--- config.mk ---
export PLATFORM = sky130hd
export DESIGN_NAME = multicycle_control_flat
export DESIGN_NICKNAME = d
export VERILOG_FILES = /design/src/rtl/multicycle_control_pkg.sv /design/src/rtl/multicycle_control_if.sv /design/src/rtl/multicycle_control_decode.sv /design/src/rtl/multicycle_control.sv /design/src/flat_wrapper.sv
export SDC_FILE = /design/constraint.sdc
export NUM_CORES = 1
export LEC_CHECK = 0
export CAP_MARGIN = 15
export CORE_MARGIN = 2
export CORE_UTILIZATION = 44
export CTS_BUF_LIST = sky130_fd_sc_hd__clkbuf_2 sky130_fd_sc_hd__clkbuf_4 sky130_fd_sc_hd__clkbuf_8
export DETAILED_ROUTE_END_ITERATION = 6
export GPL_TIMING_DRIVEN = 0
export HOLD_SLACK_MARGIN = 0.08
export PLACE_DENSITY = 0.78
export SLEW_MARGIN = 40
export SYNTH_ARGS = -nofsm -noshare
export SYNTH_HDL_FRONTEND = slang
export SYNTH_SLANG_ARGS = --single-unit
--- constraint.sdc ---
create_clock -name clock -period 2 [get_ports clock]
set_clock_uncertainty 0.2 [all_clocks]
set_input_delay 0.4 -clock clock [delete_from_list [all_inputs] [get_ports clock]]
set_output_delay 0.4 -clock clock [all_outputs]
set_load 0.03 [all_outputs]
--- src/rtl/multicycle_control_pkg.sv ---
// Shared encodings for the multi-cycle controller: opcodes, datapath select
// codes, ALU operation codes, FSM states and the decoded-instruction record.
package multicycle_control_pkg;

    localparam logic [6:0] OPC_LOAD   = 7'b0000011;
    localparam logic [6:0] OPC_STORE  = 7'b0100011;
    localparam logic [6:0] OPC_TIPOR  = 7'b0110011;
    localparam logic [6:0] OPC_TIPOU  = 7'b0110111;
    localparam logic [6:0] OPC_BRANCH = 7'b1100011;
    localparam logic [6:0] OPC_JUMP   = 7'b1101111;

    typedef enum logic [1:0] {
        ORIG_ALU = 2'd0,
        ORIG_MEM = 2'd1,
        ORIG_LUI = 2'd2,
        ORIG_PC4 = 2'd3
    } wd_sel_t;

    typedef enum logic [1:0] {
        PC4   = 2'd0,
        PCBEQ = 2'd1,
        PCIMM = 2'd2
    } pc_sel_t;

    typedef enum logic [1:0] {
        OP_ADD = 2'd0,
        OP_SUB = 2'd1,
        OP_ANY = 2'd2
    } alu_op_t;

    typedef enum logic {
        ORIG_REG = 1'b0,
        ORIG_IMM = 1'b1
    } alu_src_t;

    typedef enum logic [2:0] {
        S_IDLE      = 3'd0,
        S_FETCH     = 3'd1,
        S_DECODE    = 3'd2,
        S_EXECUTE   = 3'd3,
        S_MEMORY    = 3'd4,
        S_WRITEBACK = 3'd5,
        S_TRAP      = 3'd6
    } state_t;

    // Instruction class selects the path through the FSM.
    typedef enum logic [2:0] {
        CLS_ILLEGAL = 3'd0,
        CLS_LOAD    = 3'd1,
        CLS_STORE   = 3'd2,
        CLS_REG     = 3'd3,
        CLS_UPPER   = 3'd4,
        CLS_BRANCH  = 3'd5,
        CLS_JUMP    = 3'd6
    } instr_cls_t;

    typedef struct packed {
        instr_cls_t cls;
        alu_op_t    alu_op;
        alu_src_t   alu_src;
        wd_sel_t    wd_sel;
    } decode_t;

endpackage

--- src/rtl/multicycle_control_if.sv ---
// Control bus between the multi-cycle controller and the datapath/memory side.
interface multicycle_control_if #(
    parameter int unsigned RET_W = 32
);
    logic [6:0]       opcode;
    logic             mem_ready;
    logic             mem_req;
    logic             ir_write;
    logic             pc_write;
    logic [1:0]       OrigWriteData;
    logic             MemRead;
    logic [1:0]       OrigPC;
    logic [1:0]       ALUOp;
    logic             MemWrite;
    logic             OrigALU;
    logic             RegWrite;
    logic             illegal;
    logic [RET_W-1:0] retired;
    logic [2:0]       state;

    modport master (
        input  opcode, mem_ready,
        output mem_req, ir_write, pc_write, OrigWriteData, MemRead, OrigPC,
               ALUOp, MemWrite, OrigALU, RegWrite, illegal, retired, state
    );

    modport slave (
        output opcode, mem_ready,
        input  mem_req, ir_write, pc_write, OrigWriteData, MemRead, OrigPC,
               ALUOp, MemWrite, OrigALU, RegWrite, illegal, retired, state
    );
endinterface

--- src/rtl/multicycle_control_decode.sv ---
// Combinational opcode lookup: instruction class plus the ALU and write-data
// selects that the FSM applies in the phases where the opcode matters.
module control_decode
    import multicycle_control_pkg::*;
(
    input  logic [6:0] i_opcode,
    output decode_t    o_dec
);

    // Map opcode to class and per-instruction datapath selects.
    always_comb begin
        o_dec = '{cls: CLS_ILLEGAL, alu_op: OP_ADD, alu_src: ORIG_REG, wd_sel: ORIG_ALU};
        case (i_opcode)
            OPC_LOAD:   o_dec = '{cls: CLS_LOAD,   alu_op: OP_ADD, alu_src: ORIG_IMM, wd_sel: ORIG_MEM};
            OPC_STORE:  o_dec = '{cls: CLS_STORE,  alu_op: OP_ADD, alu_src: ORIG_IMM, wd_sel: ORIG_ALU};
            OPC_TIPOR:  o_dec = '{cls: CLS_REG,    alu_op: OP_ANY, alu_src: ORIG_REG, wd_sel: ORIG_ALU};
            OPC_TIPOU:  o_dec = '{cls: CLS_UPPER,  alu_op: OP_ADD, alu_src: ORIG_IMM, wd_sel: ORIG_LUI};
            OPC_BRANCH: o_dec = '{cls: CLS_BRANCH, alu_op: OP_SUB, alu_src: ORIG_IMM, wd_sel: ORIG_ALU};
            OPC_JUMP:   o_dec = '{cls: CLS_JUMP,   alu_op: OP_ADD, alu_src: ORIG_IMM, wd_sel: ORIG_PC4};
            default:    o_dec = '{cls: CLS_ILLEGAL, alu_op: OP_ADD, alu_src: ORIG_REG, wd_sel: ORIG_ALU};
        endcase
    end

endmodule

--- src/rtl/multicycle_control.sv ---
// Multi-cycle instruction sequencer: FETCH/DECODE/EXECUTE/MEMORY/WRITEBACK with
// a ready handshake to memory, an illegal-opcode trap and a retire counter.
module multicycle_control #(
    parameter int unsigned RET_W           = 32,
    parameter bit          TRAP_ON_ILLEGAL = 1'b1
) (
    input  logic                 clock,
    input  logic                 reset,
    multicycle_control_if.master bus
);
    import multicycle_control_pkg::*;

    state_t           r_state;
    state_t           w_next;
    logic [RET_W-1:0] r_retired;
    decode_t          w_dec;
    logic             w_retire;

    logic     w_mem_req;
    logic     w_ir_write;
    logic     w_pc_write;
    wd_sel_t  w_wd_sel;
    logic     w_mem_read;
    pc_sel_t  w_pc_sel;
    alu_op_t  w_alu_op;
    logic     w_mem_write;
    alu_src_t w_alu_src;
    logic     w_reg_write;

    control_decode u_decode (
        .i_opcode (bus.opcode),
        .o_dec    (w_dec)
    );

    // State register; reset returns to IDLE immediately, which also forces
    // every strobe low through the combinational output logic.
    always_ff @(posedge clock or posedge reset) begin
        if (reset) r_state <= S_IDLE;
        else       r_state <= w_next;
    end

    // Retired-instruction counter, one increment per retire cycle, wrapping.
    always_ff @(posedge clock or posedge reset) begin
        if (reset)         r_retired <= '0;
        else if (w_retire) r_retired <= r_retired + RET_W'(1);
    end

    // Next state and Moore-per-state outputs.
    always_comb begin
        w_next      = r_state;
        w_retire    = 1'b0;
        w_mem_req   = 1'b0;
        w_ir_write  = 1'b0;
        w_pc_write  = 1'b0;
        w_wd_sel    = ORIG_ALU;
        w_mem_read  = 1'b0;
        w_pc_sel    = PC4;
        w_alu_op    = OP_ADD;
        w_mem_write = 1'b0;
        w_alu_src   = ORIG_REG;
        w_reg_write = 1'b0;
        case (r_state)
            S_IDLE: w_next = S_FETCH;
            S_FETCH: begin
                w_mem_req = 1'b1;
                if (bus.mem_ready) begin
                    w_ir_write = 1'b1;
                    w_next     = S_DECODE;
                end
            end
            S_DECODE: begin
                if (w_dec.cls != CLS_ILLEGAL) begin
                    w_next = S_EXECUTE;
                end else if (TRAP_ON_ILLEGAL) begin
                    w_next = S_TRAP;
                end else begin
                    w_pc_write = 1'b1;
                    w_retire   = 1'b1;
                    w_next     = S_FETCH;
                end
            end
            S_EXECUTE: begin
                w_alu_op  = w_dec.alu_op;
                w_alu_src = w_dec.alu_src;
                case (w_dec.cls)
                    CLS_LOAD, CLS_STORE: w_next = S_MEMORY;
                    CLS_REG, CLS_UPPER:  w_next = S_WRITEBACK;
                    CLS_BRANCH: begin
                        w_pc_write = 1'b1;
                        w_pc_sel   = PCBEQ;
                        w_retire   = 1'b1;
                        w_next     = S_FETCH;
                    end
                    CLS_JUMP: begin
                        w_reg_write = 1'b1;
                        w_wd_sel    = w_dec.wd_sel;
                        w_pc_write  = 1'b1;
                        w_pc_sel    = PCIMM;
                        w_retire    = 1'b1;
                        w_next      = S_FETCH;
                    end
                    default: w_next = S_FETCH;
                endcase
            end
            S_MEMORY: begin
                w_mem_req   = 1'b1;
                w_alu_op    = w_dec.alu_op;
                w_alu_src   = w_dec.alu_src;
                w_mem_read  = (w_dec.cls == CLS_LOAD);
                w_mem_write = (w_dec.cls == CLS_STORE);
                if (bus.mem_ready) begin
                    if (w_dec.cls == CLS_LOAD) begin
                        w_next = S_WRITEBACK;
                    end else begin
                        w_pc_write = 1'b1;
                        w_retire   = 1'b1;
                        w_next     = S_FETCH;
                    end
                end
            end
            S_WRITEBACK: begin
                // ALU selects stay on the opcode's values so an unregistered
                // ALU result is still valid while it is written back.
                w_alu_op    = w_dec.alu_op;
                w_alu_src   = w_dec.alu_src;
                w_reg_write = 1'b1;
                w_wd_sel    = w_dec.wd_sel;
                w_pc_write  = 1'b1;
                w_retire    = 1'b1;
                w_next      = S_FETCH;
            end
            S_TRAP:  w_next = S_TRAP;
            default: w_next = S_IDLE;
        endcase
    end

    assign bus.mem_req       = w_mem_req;
    assign bus.ir_write      = w_ir_write;
    assign bus.pc_write      = w_pc_write;
    assign bus.OrigWriteData = w_wd_sel;
    assign bus.MemRead       = w_mem_read;
    assign bus.OrigPC        = w_pc_sel;
    assign bus.ALUOp         = w_alu_op;
    assign bus.MemWrite      = w_mem_write;
    assign bus.OrigALU       = w_alu_src;
    assign bus.RegWrite      = w_reg_write;
    assign bus.illegal       = (r_state == S_TRAP);
    assign bus.retired       = r_retired;
    assign bus.state         = r_state;

endmodule

--- src/flat_wrapper.sv ---
// flat-port wrapper written by rule: the top's interface ports become plain ports
module multicycle_control_flat import multicycle_control_pkg::*;
#(
    parameter int unsigned RET_W           = 32,
    parameter bit          TRAP_ON_ILLEGAL = 1'b1
)
  (clock, reset, bus_opcode, bus_mem_ready, bus_mem_req, bus_ir_write, bus_pc_write, bus_OrigWriteData, bus_MemRead, bus_OrigPC, bus_ALUOp, bus_MemWrite, bus_OrigALU, bus_RegWrite, bus_illegal, bus_retired, bus_state);
  multicycle_control_if #(.RET_W(RET_W)) bus_i ();
  input  logic clock;
  input  logic reset;
  input wire logic [$bits(bus_i.opcode)-1:0] bus_opcode;
  input wire logic [$bits(bus_i.mem_ready)-1:0] bus_mem_ready;
  output wire logic [$bits(bus_i.mem_req)-1:0] bus_mem_req;
  output wire logic [$bits(bus_i.ir_write)-1:0] bus_ir_write;
  output wire logic [$bits(bus_i.pc_write)-1:0] bus_pc_write;
  output wire logic [$bits(bus_i.OrigWriteData)-1:0] bus_OrigWriteData;
  output wire logic [$bits(bus_i.MemRead)-1:0] bus_MemRead;
  output wire logic [$bits(bus_i.OrigPC)-1:0] bus_OrigPC;
  output wire logic [$bits(bus_i.ALUOp)-1:0] bus_ALUOp;
  output wire logic [$bits(bus_i.MemWrite)-1:0] bus_MemWrite;
  output wire logic [$bits(bus_i.OrigALU)-1:0] bus_OrigALU;
  output wire logic [$bits(bus_i.RegWrite)-1:0] bus_RegWrite;
  output wire logic [$bits(bus_i.illegal)-1:0] bus_illegal;
  output wire logic [$bits(bus_i.retired)-1:0] bus_retired;
  output wire logic [$bits(bus_i.state)-1:0] bus_state;
  assign bus_i.opcode = bus_opcode;
  assign bus_i.mem_ready = bus_mem_ready;
  assign bus_mem_req = bus_i.mem_req;
  assign bus_ir_write = bus_i.ir_write;
  assign bus_pc_write = bus_i.pc_write;
  assign bus_OrigWriteData = bus_i.OrigWriteData;
  assign bus_MemRead = bus_i.MemRead;
  assign bus_OrigPC = bus_i.OrigPC;
  assign bus_ALUOp = bus_i.ALUOp;
  assign bus_MemWrite = bus_i.MemWrite;
  assign bus_OrigALU = bus_i.OrigALU;
  assign bus_RegWrite = bus_i.RegWrite;
  assign bus_illegal = bus_i.illegal;
  assign bus_retired = bus_i.retired;
  assign bus_state = bus_i.state;
  multicycle_control #(.RET_W(RET_W), .TRAP_ON_ILLEGAL(TRAP_ON_ILLEGAL)) u_core (.clock(clock), .reset(reset), .bus(bus_i));
endmodule
## Yosys cells after proc, flatten, opt, wreduce, memory -nomap -nowiden

Index checks and enable logic that the tools add are counted.

- Divide/modulo/power cells: 0
- Equality and inequality tests: 20
- Shift-type cells: 0
- Multiply operators: 0
- Mux-type cells: 24
- Bitwise gates (word level): 0
- Order comparisons: 0
- $add $sub $neg: 1
- Reductions and logical operators: 9

Operator list:

| cell | count |
|---|---|
| 8-bit case mux with 6 select lines | 1 |
| 32-bit by 1-bit adder with 32-bit output, second input constant | 1 |
| 7-bit by 6-bit equality test with 1-bit output, second input constant | 3 |
| 3-bit equality test, second input constant | 6 |
| 3-bit case mux with 6 select lines | 1 |
| 7-bit equality test, second input constant | 2 |
| 3-bit by 2-bit equality test with 1-bit output, second input constant | 4 |
| 3-bit 2-to-1 mux | 4 |
| 1-bit 2-to-1 mux | 10 |
| 2-bit OR reduction | 5 |
| 2-bit case mux with 2 select lines | 2 |
| 7-bit by 2-bit equality test with 1-bit output, second input constant | 1 |
| 3-bit by 1-bit equality test with 1-bit output, second input constant | 2 |
| 2-bit 2-to-1 mux | 3 |
| 3-bit case mux with 2 select lines | 1 |
| 2-bit != test, second input constant | 2 |
| 3-bit logical NOT | 1 |
| 1-bit case mux with 3 select lines | 1 |
| 3-bit nonzero test | 1 |
| 3-bit OR reduction | 1 |
| 1-bit case mux with 2 select lines | 1 |
| 2-bit AND reduction | 1 |

- Memory bits (writable): 0
- Memories: 0
- Output and inout bits: 49
- Flip-flop bits (word level): 35
- Bits in latches: 0
- Input bits: 10
- Word-level logic and storage cells: 56
- ROM bits: 0

## Logic depth before layout (Yosys ltp)

- Word-level depth: 6
- Mapped depth: 8
- Gate-level depth less buffers: 6

## Cells and area by module

A second synthesis with hierarchy kept.

- Cell total of the unflattened synthesis: 212
- Area total of the unflattened synthesis: 2039.5 µm²

Modules (own cells, without submodules):

| module | seq. area each (µm²) | area an instance (µm²) | cells an instance | instances |
|---|---|---|---|---|
| multicycle_control | 875.8 | 1839.3 | 181 | 1 |
| control_decode | 0.0 | 200.2 | 31 | 1 |

## Worst setup path before layout

No wires, ideal clock.

- Path kind: reg2out
- Start: register u_core.r_state[2], in the netlist u_core.bus.state[2]
- End: output bus_OrigWriteData[0]
- Setup slack: -1.193 ns
- Stages on the path, launching flop included: 6
- Arrival: 2.593 ns
- Required time: 1.400 ns
- Path through: dfrtp_1 > nand3b_1 > nor3_1 > nor2_1 > nor2_1 > and3_1

- Longest elaborated chain between the ends: 2
- Elaborated cells between the ends (all ways): 3
- Classes of those cells: eq/ne: 2; mux: 1

Ends and longest elaborated chain:

| item | line | source |
|---|---|---|
| start: declaration | multicycle_control.sv:13 | `state_t r_state;` |
| start signal: assignment | multicycle_control.sv:39 | `else r_state <= w_next;` |
| 3-bit equality test or 3-bit by 2-bit equality test with 1-bit output (tied branches) | multicycle_control.sv:62 | `case (r_state)` |
| 2-bit case mux with 2 select lines * | multicycle_control.sv:62 |  |
| end: declaration | flat_wrapper.sv:16 | `output wire logic [$bits(bus_i.OrigWriteData)-1:0] bus_OrigWriteData;` |

Mark *: on every way between the ends. The rest lies on a longest branch, timed or not.

## Worst setup path after layout

Same ends and word-level chain as after synthesis.

==> run_results.csv <==
group,metric,value,unit
status,outcome,"finished, violations left",
status,violations,"negative setup slack",
logic_synthesis,yosysWarnings,0,
logic_synthesis,synthCells,210,
sta,period_minus_slack,2370,ps
setup_path,endpoint_kind,"output port",
power,netSwitchingFraction,25.3,%
logic_synthesis,synth_simple_gate_area_share,30.0,%
setup_path,path_class,"flop to output port",
final_layout,utilization,78.9,%
worst_hold_path,min_path_type,"flop to flop",
clock_tree,cts_tree,"built",
die,io_pins,59,
final_layout,num-fill-cells,249,
logic_synthesis,synth_top_family_by_area,"simple AND/OR/NAND/NOR gates",
clock_tree,htreeDepth,2,
power,power.switching,0.000349,W
sta,hold_viol_final,0,
place,placed_area,2840,um2
sta,fin_setup_tns,-6330,ps
final_layout,layout-drive-gt1-share,43.7,%
sta,max_freq,422,MHz
detailed_routing,postRouteAntennaNets,0,
logic_synthesis,yosysSeqAreaShare,43.5,%
power,p_leak,1.82,nW
global_routing,grt_overflow,0,
clock_tree,clk-insertion-delay-late,290,ps
final_layout,fin_cells,361,
setup_path,start_kind,"flop",
logic_synthesis,syn_area_per_cell,9.58,um2
final_layout,syn2layout_area_growth,72.0,%
global_routing,first_global_vias,1933,
clock_tree,hold_buffers,0,
detailed_routing,drt_iter0_markers,133,
clock_tree,cts_buffers,5,
power,pwr-share-seq,51.5,%
clock_tree,clockBufferDepth,2,
logic_synthesis,synthMuxAreaShare,0.560,%
worst_hold_path,min_from,"u_core.bus.retired[31]",
die,rows,24,
power,ir_drop,0.000323,V
die,start_util,45.9,%
clock_tree,clkSlewWorstSetupHoldPaths,80,ps
power,p_int,0.00103,W
sta,setup_viol_count_final,42,
sta,rsz0062_at_grt,"yes",
power,p_per_area,400,nW/um2
logic_synthesis,synth-compound-area-share,7.03,%
sta,fin_crit_sh,118,%
setup_path,critPathMaxFanout,4,
final_layout,n_antenna_cell,0,
sta,slew_viol_final,0,
sta,relSlewSlack,51.3,%
clock_tree,cts_sinks,35,
run,cap_violations,0,
detailed_routing,drc,0,
logic_synthesis,ys_ff_latch,35,
detailed_routing,vias_per_cell,5.63,
setup_path,critPathLaunch,"u_core.bus.state[2]",
die,die_height,71.6,um
global_routing,grt_max_degree,36,
final_layout,final_area,3460,um2
final_layout,nNetsFinal,319,
detailed_routing,wl_per_cell,18.0,um
place,dp_hpwl,3570,um
detailed_routing,drt-pass1-iter-count,4,
logic_synthesis,synth_xor_area_share,13.9,%
setup_path,arrival,1770,ps
detailed_routing,drt_wl_total,6510,um
global_routing,grt_first_pass_wirelength,9450,um
logic_synthesis,syn_nets,221,
global_routing,antenna_found_initial,0,
setup_path,r2r_start,"u_core.bus.state[2]",
die,die_area,5130,um2
die,die_w,71.6,um
sta,worstMarginPinSlew,729,ps
die,coreArea,4380,um2
sta,worst_slack,-368,ps
logic_synthesis,synth_cell_types,41,
logic_synthesis,synth_fa_ha_area_share,0.622,%
power,p_clk_share,37.7,%
setup_path,crit_required,1400,ps
logic_synthesis,syn_area,2010,um2
power,comb_power_share,10.8,%
detailed_routing,num_vias,2033,
place,placedCellCount,319,
place,routabilityCongestion,0.903,
global_routing,track_usage,23.7,%
place,numPortBuffers,57,
clock_tree,cts_root_buf,"clkbuf_8",
-- synth_stat cells, drive strengths merged --
| master | count | area, um2 |
|---|---|---|
| a211o | 1 | 8.76 |
| a21oi | 2 | 10.0 |
| a221oi | 1 | 8.76 |
| a31oi | 1 | 6.26 |
| and2 | 3 | 18.8 |
| and3 | 14 | 87.6 |
| and3b | 1 | 8.76 |
| and4 | 1 | 8.76 |
| and4bb | 1 | 12.5 |
| buf | 5 | 56.3 |
| clkbuf | 4 | 15.0 |
| dfrtp | 35 | 876 |
| ha | 1 | 12.5 |
| inv | 4 | 15.0 |
| mux2 | 1 | 11.3 |
| nand2 | 14 | 52.6 |
| nand2b | 3 | 18.8 |
| nand3 | 22 | 110 |
| nand3b | 2 | 15.0 |
| nand4 | 13 | 81.3 |
| nand4b | 1 | 8.76 |
| nand4bb | 1 | 11.3 |
| nor2 | 19 | 71.3 |
| nor2b | 5 | 31.3 |
| nor3 | 7 | 40.0 |
| nor3b | 1 | 12.5 |
| nor4 | 1 | 6.26 |
| nor4b | 1 | 8.76 |
| o211a | 2 | 20.0 |
| o21ai | 6 | 45.0 |
| o221ai | 1 | 8.76 |
| o22ai | 1 | 6.26 |
| o31a | 1 | 8.76 |
| o31ai | 1 | 7.51 |
| o41a | 1 | 11.3 |
| xnor2 | 30 | 263 |
| xor2 | 2 | 17.5 |
-- kinds of logic after synthesis --
family | Yosys count
fa+ha+maj | 1
flops | 35
mux | 1
simple gates | 110
xor+xnor | 32
buf+inv | 13
compound gates | 18
-- power by group through the flow --
| stage | clock, W | sequential [W] | combinational, W |
|---|---|---|---|
| 2_1_floorplan | 0 | 0.000730 | 0.0000610 |
| 3_3_place_gp | 0 | 0.000727 | 0.000105 |
| 3_5_place_dp | 0 | 0.000727 | 0.000107 |
| 4_1_cts | 0.000523 | 0.000712 | 0.000132 |
| 5_1_grt | 0.000556 | 0.000712 | 0.000159 |
| 6_report | 0.000521 | 0.000713 | 0.000149 |
-- final cells by class --
cell class	count	area, um2	area share [%]
inverter	4	17.5	0.506
buffer	9	110	3.18
multi-input combinational	162	1370	39.6
timing repair buffer	91	925	26.7
tap	52	65.1	1.88
sequential	35	883	25.5
clock inverter	2	12.5	0.362
clock buffer	6	76.3	2.21
-- worst max-delay path, stage by stage, from the launching register on --
cell,delay [ps]
dfrtp_2,420
nand3b_1,230
buf_4,180
nor3_4,130
nor2_2,70
nor2_4,140
and3_4,190
buf_6,120
-- repair_timing --
action	4_1_cts	5_1_grt
setup buffers	24	10
resized for setup	151	57
endpoints found under the setup margin	59	62
pin swaps	12	14
gates cloned	0	1
-- registers in the layout, indices dropped and copies added, names as in the netlist --
register and flops:
u_core.bus.retired 32, u_core.bus.state 3
-- layout by cell type (no fill, tap or decap), drive strengths merged, types with 2 or more instances in the layout --
cell	count
xor2	2
nand3b	2
nor2b	5
buf	58
nand2	14
nor2	19
dlygate4sd2	12
nand3	22
dfrtp	35
nor3	7
nand2b	3
o211a	2
clkbuf	10
and3	14
clkdlybuf4s50	8
dlymetal6s2s	18
inv	4
nand4	13
and2	3
o21ai	6
a21oi	2
xnor2	30
-- final timing paths --
check	endpoint	slack, ps	depth (start not counted)
max	bus_OrigWriteData[0]	-370	7
min	u_core.bus.retired[31]	270	1
max reg2reg	u_core.bus.retired[28]	-190	7
min reg2reg	u_core.bus.retired[31]	270	1
max in group asynchronous	u_core.bus.state[0]	740	2
min in group asynchronous	u_core.bus.retired[24]	350	2
-- per-stage QoR --
stage / power [W] / setup WS (ps) / hold slack, ps
after floorplan: 0.000791 / -339 / 354
after global placement: 0.000832 / -1530 / 260
after detailed placement: 0.000833 / -1540 / 268
after CTS: 0.00137 / -331 / 278
after global routing: 0.00143 / -451 / 285
final: 0.00138 / -368 / 275
-- per-layer routing --
metal	share of wire [%]	routed length (um)	vias to the layer above	track usage, %
met5	0	0	-	0
met4	2.4	155	0	7.76
met3	5.7	373	19	5.91
met2	53	3470	92	40.9
met1	39	2510	981	29.1
li1	-	-	941	-
(Power assumes the default switching activity.)
